--- src/rtl/superscalar_fetch_buffer.sv ---
`timescale 1ns/1ps
// superscalar_fetch_buffer
// N-wide fetch front end. It drives the fetch PC, captures up to FETCH_WIDTH
// consecutive instruction words per cycle and cuts the group short after a
// predicted-taken branch. Instructions and their PCs are held in program order
// in a circular queue, and up to ISSUE_WIDTH of the oldest are presented to
// decode. A flush empties the queue and redirects fetch.
module superscalar_fetch_buffer #(
  parameter int          FETCH_WIDTH = 2,
  parameter int          ISSUE_WIDTH = 2,
  parameter int          DEPTH       = 8,
  parameter logic [31:0] RESET_PC    = 32'h0,
  localparam int         PSW         = (FETCH_WIDTH > 1) ? $clog2(FETCH_WIDTH) : 1,
  localparam int         AIW         = $clog2(ISSUE_WIDTH + 1),
  localparam int         CW          = $clog2(DEPTH + 1)
) (
  input  logic                      clk,
  input  logic                      reset,
  output logic [31:0]               fetch_pc,
  input  logic [32*FETCH_WIDTH-1:0] imem_instr,
  input  logic                      pred_taken,
  input  logic [PSW-1:0]            pred_slot,
  input  logic [31:0]               pred_target,
  input  logic                      flush,
  input  logic [31:0]               flush_target,
  input  logic [AIW-1:0]            issue_accept,
  output logic [ISSUE_WIDTH-1:0]    issue_valid,
  output logic [32*ISSUE_WIDTH-1:0] issue_instr,
  output logic [32*ISSUE_WIDTH-1:0] issue_pc,
  output logic [CW-1:0]             count,
  output logic                      stall_fetch
);

  localparam int AW = (DEPTH > 1) ? $clog2(DEPTH) : 1;
  localparam int NW = $clog2(FETCH_WIDTH + 1);
  // Highest occupancy that still leaves room for a full fetch group.
  localparam logic [CW-1:0] ENQ_MAX_COUNT = CW'(DEPTH - FETCH_WIDTH);

  // Entry storage; deliberately not reset, validity comes from count alone.
  logic [31:0] instr_mem [DEPTH];
  logic [31:0] pc_mem    [DEPTH];

  logic [AW-1:0] head_reg;
  logic [AW-1:0] tail_reg;
  logic [CW-1:0] count_reg;
  logic [31:0]   pc_reg;

  logic [NW-1:0] grp_len;
  logic [31:0]   grp_bytes;
  logic          enq;
  logic [CW-1:0] deq_num;
  logic          flush_lsb_unused;

  logic [AW-1:0] wr_addr [FETCH_WIDTH];
  logic [31:0]   wr_pc   [FETCH_WIDTH];
  logic          wr_en   [FETCH_WIDTH];

  // The two low redirect bits are dropped; word alignment is forced.
  assign flush_lsb_unused = ^flush_target[1:0];

  // Group length: stop after the predicted-taken slot; an out-of-range slot means a full group.
  always_comb begin
    grp_len = NW'(FETCH_WIDTH);
    if (pred_taken && (32'(pred_slot) < 32'(FETCH_WIDTH))) begin
      grp_len = NW'(pred_slot) + NW'(1);
    end
  end

  assign grp_bytes = 32'(grp_len) << 2;

  // Room is judged on the pre-edge occupancy; a same-cycle dequeue is not credited.
  assign enq         = !flush && (count_reg <= ENQ_MAX_COUNT);
  assign stall_fetch = (count_reg > ENQ_MAX_COUNT);

  // Dequeue amount: the smallest of request, occupancy and issue width; none during flush.
  always_comb begin
    deq_num = count_reg;
    if (32'(issue_accept) < 32'(deq_num)) begin
      deq_num = CW'(issue_accept);
    end
    if (32'(ISSUE_WIDTH) < 32'(deq_num)) begin
      deq_num = CW'(ISSUE_WIDTH);
    end
    if (flush) begin
      deq_num = '0;
    end
  end

  // Per-slot write address, PC and enable; a group may straddle the wrap point.
  generate
    for (genvar gi = 0; gi < FETCH_WIDTH; gi++) begin : g_wr
      assign wr_addr[gi] = tail_reg + AW'(gi);
      assign wr_pc[gi]   = pc_reg + 32'(4 * gi);
      assign wr_en[gi]   = enq && (32'(gi) < 32'(grp_len));
    end
  endgenerate

  // Entry storage write for the accepted slots of the current group.
  always_ff @(posedge clk) begin
    for (int i = 0; i < FETCH_WIDTH; i++) begin
      if (wr_en[i]) begin
        instr_mem[wr_addr[i]] <= imem_instr[32*i +: 32];
        pc_mem[wr_addr[i]]    <= wr_pc[i];
      end
    end
  end

  // Pointer, occupancy and fetch PC update; reset beats flush, flush beats fetch/issue.
  always_ff @(posedge clk) begin
    if (reset) begin
      pc_reg    <= RESET_PC;
      head_reg  <= '0;
      tail_reg  <= '0;
      count_reg <= '0;
    end else if (flush) begin
      pc_reg    <= {flush_target[31:2], 2'b00};
      head_reg  <= '0;
      tail_reg  <= '0;
      count_reg <= '0;
    end else begin
      head_reg  <= head_reg + AW'(deq_num);
      count_reg <= count_reg + (enq ? CW'(grp_len) : CW'(0)) - deq_num;
      if (enq) begin
        tail_reg <= tail_reg + AW'(grp_len);
        pc_reg   <= pred_taken ? pred_target : (pc_reg + grp_bytes);
      end
    end
  end

  assign fetch_pc = pc_reg;
  assign count    = count_reg;

  // Issue window: slot i shows entry head+i; validity is purely occupancy based.
  generate
    for (genvar gi = 0; gi < ISSUE_WIDTH; gi++) begin : g_issue
      logic [AW-1:0] rd_addr;
      assign rd_addr                 = head_reg + AW'(gi);
      assign issue_valid[gi]         = (32'(count_reg) > gi);
      assign issue_instr[32*gi +: 32] = instr_mem[rd_addr];
      assign issue_pc[32*gi +: 32]    = pc_mem[rd_addr];
    end
  endgenerate

endmodule

--- config.mk ---
export PLATFORM = sky130hd
export DESIGN_NAME = superscalar_fetch_buffer
export DESIGN_NICKNAME = d
export VERILOG_FILES = /design/src/rtl/superscalar_fetch_buffer.sv
export SDC_FILE = /design/constraint.sdc
export NUM_CORES = 1
export LEC_CHECK = 0
export ABC_CLOCK_PERIOD_IN_PS = 11700
export CORE_UTILIZATION = 35
export DETAILED_ROUTE_END_ITERATION = 8
export DONT_BUFFER_PORTS = 1
export GPL_ROUTABILITY_DRIVEN = 0
export PLACE_DENSITY_LB_ADDON = 0.05
export SLEW_MARGIN = 10
export SYNTH_ARGS = -nofsm -noshare
export SYNTH_HDL_FRONTEND = slang
export SYNTH_SLANG_ARGS = --single-unit
--- constraint.sdc ---
create_clock -name clk -period 11.7 [get_ports clk]
set_input_delay 2.34 -clock clk [delete_from_list [all_inputs] [get_ports clk]]
set_output_delay 2.34 -clock clk [all_outputs]
set_load 0.02 [all_outputs]
==> run_results.csv, run 1 <==
group,metric,value,unit
outcome,status,"completed",
routing,post-route-drc-count,0,
cells_and_area,area_delta_synth_final,9.27,%
timing,fin_crit_sh,54.3,%
timing,relSlewSlack,18.3,%
worst_setup_path,setup.worst_path.start_class,"flop",
routing,wl_per_cell,29.5,um
timing,maxSlewViolCount,0,
synthesis,synth_top_family_by_area,"multiplexers",
power,p_leak,12.6,nW
synthesis,syn_area_per_cell,11.5,um^2
cells_and_area,fin_util,38.8,%
timing,hold_violations,0,
cells_and_area,fillers,8798,
synthesis,synth_cells,2888,
worst_setup_path,critical_path_class,"flop to output pin",
synthesis,muxShareOfSynthArea,21.7,%
power,seq_power_share,41.4,%
synthesis,synth_compound_area_share,2.20,%
clock_tree,cts.sinks,554,
global_route,grt_pass1_vias,22900,
clock_tree,hold_buffers,0,
clock_tree,numCtsBuffers,70,
synthesis,synthArstFlopShare,0,%
clock_tree,post_cts_buffers,0,
floorplan,initial_utilization,35.5,%
synthesis,syn-num-nets,3041,
timing,min_period,6.36,ns
cells_and_area,layout-drive-gt1-share,22.0,%
global_route,grt_overflow,0,
power,combPwrFrac,25.2,%
global_route,antenna_found_initial,1,
timing,tightest_slew,1.23,ns
synthesis,synth_edf_count,512,
timing,setup_viol,0,
global_route,grt_usage,24.5,%
placement,dpl.hpwl,68600,um
timing,fmax,157,MHz
placement,numPortBuffers,0,
synthesis,synth-seq-cells,554,
placement,dp_cells,3920,
power,finalPower,6.26,mW
clock_tree,cts_resized,0,
clock_tree,clk-insertion-delay-late,0.62,ns
power,intPower,4.22,mW
routing,ant_nets,0,
routing,drtIter0Drc,2084,
global_route,grt_start_max_net_pins,128,
cells_and_area,final-seq-area,16200,um^2
synthesis,synth_xor_area_share,6.72,%
floorplan,pin_count,302,
floorplan,row_count,112,
synthesis,ys.flop_type,"edfxtp_1",
floorplan,die_w,311,um
timing,grt_setup_unrepaired,"no",
synthesis,ys_types,64,
floorplan,die_area,96400,um^2
worst_setup_path,cp_max_fo,127,
routing,wl,119000,um
clock_tree,cts.reportedPaths.clkPinSlew,0.06,ns
synthesis,synth_seq_area_share,48.7,%
power,sw_frac_of_total,32.7,%
synthesis,synth-simple-area-share,15.6,%
cells_and_area,instances_no_fill,4047,
routing,drt-pass1-iter-count,5,
power,p_sw,2.05,mW
cells_and_area,multiInputGateArea,15900,um^2
worst_setup_path,r2r_slack,7.62,ns
power,ir_worst_vdd,0.123,mV
run,drv_cap,0,
routing,via_per_inst,5.60,
clock_tree,cts_max_path_buffers,3,
clock_tree,cts-root-buf,"clkbuf_16",
routing,vias,22700,
synthesis,syn_area,33300,um^2
timing,clock_skew,0.0277,ns
worst_setup_path,worstPathRequired,9.36,ns
worst_setup_path,end_kind,"output pin",
floorplan,die_height,311,um
worst_setup_path,worstPathArrival,4.02,ns
clock_tree,cts_tree,"yes",
min_path,hold_class,"flop to flop",
floorplan,design.core.area,93700,um^2
timing,setup_tns,0,ns
synthesis,yosysWarnings,0,
global_route,grt_pass1_wl,170000,um
cells_and_area,fin_nets,2891,
synthesis,synth_adder_area_share,0.789,%
clock_tree,h-tree-depth,3,
power,p_per_area,172,nW/um^2
power,p_clk_share,33.4,%
## metal layers
| layer | global-route usage, % | share of wire, % |
|---|---|---|
| met1 | 31.5 | 41 |
| met2 | 41.3 | 49 |
| met3 | 5.19 | 7.7 |
| met4 | 7.22 | 2.6 |
| met5 | 0 | 0 |
## synthesized netlist by cell type, drive strengths merged, types with 2 or more instances
cell,n,area [um^2]
a211oi,5,37.5
a21o,4,30.0
a21oi,40,200
a221oi,4,35.0
a311oi,2,23.8
a31oi,5,31.3
and2,8,50.1
and3,7,43.8
and4,11,96.3
buf,175,937
clkbuf,118,460
dfxtp,42,841
edfxtp,512,15400
fa,5,100
ha,13,163
inv,12,45.1
mux2,128,1440
mux2i,3,30.0
mux4,256,5770
nand2,973,3660
nand2b,9,56.3
nand3,22,120
nand3b,3,22.5
nand4,20,131
nor2,136,566
nor2b,3,18.8
nor3,29,170
nor3b,6,45.0
nor4,14,136
o21ai,23,115
o21bai,3,22.5
o221ai,3,26.3
o22ai,14,87.6
o31a,5,43.8
o31ai,5,37.5
or2,2,12.5
or3,7,43.8
xnor2,150,1310
xor2,103,925
## final cells by class
type / instances / share of cell area (%)
repair buffers: 71 / 1.50
multi-input cells: 2029 / 43.6
well taps: 1254 / 4.31
inverters: 12 / 0.124
diodes: 1 / 0.00687
clock buffers: 91 / 5.26
flip-flops and latches: 554 / 44.6
clock inverters: 35 / 0.674
## path summary, 6_finish.rpt
check | startpoint | end | cells past startpoint
max | head_reg[0] | issue_instr[43] | 4
min | tail_reg[0] | tail_reg[0] | 2
max reg2reg | count[2] | pc_mem[0][30] | 5
min reg2reg | tail_reg[0] | tail_reg[0] | 2
## power groups by stage
stage / Combinational [mW] / Sequential [mW] / Clock, mW
2_1_floorplan: 1.18 / 2.58 / 0
3_3_place_gp: 1.58 / 2.62 / 0
3_5_place_dp: 1.60 / 2.63 / 0
4_1_cts: 1.60 / 2.59 / 2.15
5_1_grt: 1.68 / 2.62 / 2.21
6_report: 1.58 / 2.59 / 2.09
## layout by cell type, fill, tap and decap left out, types with 8 or more instances in the layout
cell type / instances
a21oi_1: 40
and2_1: 8
and4_1: 11
buf_4: 70
clkbuf_1: 16
clkbuf_16: 73
clkinv_1: 16
clkinv_2: 12
dfxtp_1: 39
edfxtp_1: 512
ha_1: 12
inv_1: 10
mux2_2: 128
mux4_2: 256
nand2_1: 971
nand2b_1: 9
nand3_1: 18
nand4_1: 19
nor2_1: 124
nor3_1: 17
nor3_2: 11
nor4_1: 9
o21ai_0: 16
o22ai_1: 14
xnor2_1: 150
xor2_1: 99
## through the flow
stage | setup slack (ns) | instance area (um^2) | hold WS, ns
after floorplan | 3.42 | 33300 | 0.490
after global placement | 5.91 | 34200 | 0.520
after detailed placement | 5.85 | 34200 | 0.541
after CTS | 5.22 | 36400 | 0.549
after global routing | 5.10 | 36400 | 0.568
final | 5.34 | 36400 | 0.550
## worst max-delay path: stages, from the launching register on
cell	delay [ns]
dfxtp_4	0.71
buf_12	0.72
buf_4	0.84
mux4_2	0.62
mux2_2	0.36
## kinds of logic after synthesis
logic type                 Yosys count
and+or+nand+nor                   1252
DFF                                554
muxes                              387
buffers and inverters              305
xor gates and xnor gates           253
AOI/OAI and AO/OA                  118
adders and majority gates           18
other                                1
Power figures use the tool's default switching activity.
==> run 2, diff against run 1 <==
Settings changed: ABC_CLOCK_PERIOD_IN_PS 11700 to 5700.
Clock period 11.7 ns to 5.7 ns, I/O delays scaled along.
==> run 2 against run 1 <==
Worst hold slack lost 0.0051 ns. Clock skew is 0.0096 ns higher. Sequential share of layout area about the same. Sequential cell count stayed put. Critical path depth did not move. Largest cell class unchanged.
==> run_results.csv, run 2 (same netlist as run 1, synthesis figures left out) <==
group,metric,value,unit
outcome,status,"completed",
timing,relSlewSlack,21.9,%
timing,setup_tns,0,ns
floorplan,die_w,311,um
routing,via_per_inst,5.57,
cells_and_area,final-seq-area,16200,um^2
worst_setup_path,crit_slowest_cell,"ha_4",
power,ir_worst_vdd,0.207,mV
timing,min_period,4.56,ns
clock_tree,numCtsBuffers,70,
worst_setup_path,worstPathArrival,3.42,ns
power,p_per_area,352,nW/um^2
routing,drt-pass1-iter-count,5,
worst_setup_path,cp_cell_sequence,"ha_4 > buf_4 > mux4_2 > mux2_2",
global_route,grt_start_max_net_pins,122,
placement,numPortBuffers,0,
cells_and_area,fin_nets,2883,
worst_setup_path,end_kind,"output pin",
cells_and_area,multiInputGateArea,15900,um^2
timing,hold_slack,0.545,ns
cells_and_area,fin_area,36400,um^2
clock_tree,hold_buffers,0,
routing,drtIter0Drc,1854,
clock_tree,cts.reportedPaths.clkPinSlew,0.06,ns
clock_tree,cts-root-buf,"clkbuf_16",
min_path,hold_class,"flop to flop",
placement,place_area,34300,um^2
timing,setup_viol,0,
worst_setup_path,setup.worst_path.start_class,"flop",
cells_and_area,layout-drive-gt1-share,21.7,%
timing,hold_violations,0,
global_route,antenna_found_initial,0,
timing,clock_skew,0.0373,ns
power,p_leak,12.5,nW
floorplan,initial_utilization,35.5,%
placement,dp_cells,3912,
worst_setup_path,slowest_delay,0.71,ns
global_route,grt_overflow,0,
clock_tree,post_cts_buffers,0,
worst_setup_path,cp_max_fo,40,
cells_and_area,final_cell_mix,"971 x nand2_1, 512 x edfxtp_1, 256 x mux4_2",
timing,fin_crit_sh,80.0,%
cells_and_area,area_delta_synth_final,9.32,%
floorplan,pin_count,302,
worst_setup_path,critPathBufInv,1,
cells_and_area,fillers,8834,
clock_tree,cts_resized,0,
worst_setup_path,critical_path_class,"flop to output pin",
clock_tree,cts_tree,"yes",
clock_tree,cts_max_path_buffers,3,
worst_setup_path,critical_path.top_delay_family,"multiplexers",
routing,ant_nets,0,
timing,maxSlewViolCount,0,
routing,post-route-drc-count,0,
routing,wl,118000,um
placement,dpl.hpwl,67400,um
clock_tree,h-tree-depth,3,
floorplan,die_area,96400,um^2
global_route,grt_pass1_wl,169000,um
floorplan,design.core.area,93700,um^2
global_route,grt_pass1_vias,23100,
global_route,grt_usage,24.3,%
floorplan,die_height,311,um
run,drv_cap,0,
clock_tree,cts.sinks,554,
floorplan,row_count,112,
clock_tree,clk-insertion-delay-late,0.63,ns
cells_and_area,instances_no_fill,4040,
timing,fmax,219,MHz
routing,wl_per_cell,29.3,um
cells_and_area,final_common_cell,"nand2_1",
routing,vias,22500,
power,finalPower,12.8,mW
timing,grt_setup_unrepaired,"no",
timing,tightest_slew,1.17,ns
worst_setup_path,worstPathRequired,4.56,ns
-- run 2: cell types whose count changed in the layout (fill, tap and decap cells not counted), moves of 2 or more --
cell | before | now
buf_12 | 1 | 9
clkinv_2 | 12 | 7
clkbuf_1 | 16 | 22
clkbuf_16 | 73 | 71
buf_4 | 70 | 54
-- run 2: metal layers --
metal | share of wire (%) | GRT usage, %
met1 | 41 | 30.8
met2 | 50 | 41.7
met3 | 7.1 | 4.64
met4 | 2.6 | 7.59
met5 | 0 | 0
-- run 2: area by class of cell --
cell class                 instances  share of cell area (%)
sequential                       554                    44.5
multi-input combinational       2029                    43.5
clock buffer                      96                    5.22
tap                             1254                    4.31
timing repair buffer              63                    1.61
clock inverter                    31                   0.639
inverter                          12                   0.124
antenna                            1                 0.00687
-- run 2: power breakdown --
group	switching (mW)	internal, mW	leakage, nW
Clock	1.80	2.47	1.04
Combinational	2.01	1.19	6.39
Sequential	0.382	4.98	5.08
Total	4.18	8.63	12.5
-- run 2: stage by stage --
| stage | setup WS [ns] | utilization (%) |
|---|---|---|
| after global placement | 1.40 | 36.6 |
| after CTS | 1.03 | 38.9 |
| after floorplan | -1.17 | - |
| final | 1.14 | 38.9 |
| after global routing | 0.959 | 38.9 |
| after detailed placement | 1.37 | 36.6 |
-- run 2: worst register-to-register path, cell delays in order, from the launching register on --
cell and delay, ns:
dfxtp_1 0.74, a311oi_2 0.34, nand2_1 0.64, or3_2 0.85, buf_4 0.56, nor2_1 0.14, xor2_1 0.15
-- run 2: worst paths after layout --
path	startpoint	end	slack (ns)	depth (start not counted)
hold reg to reg	tail_reg[0]	tail_reg[0]	0.54	2
hold / removal	tail_reg[0]	tail_reg[0]	0.54	2
setup / recovery	head_reg[0]	issue_pc[54]	1.14	4
setup reg to reg	count[0]	pc_mem[0][10]	1.98	6
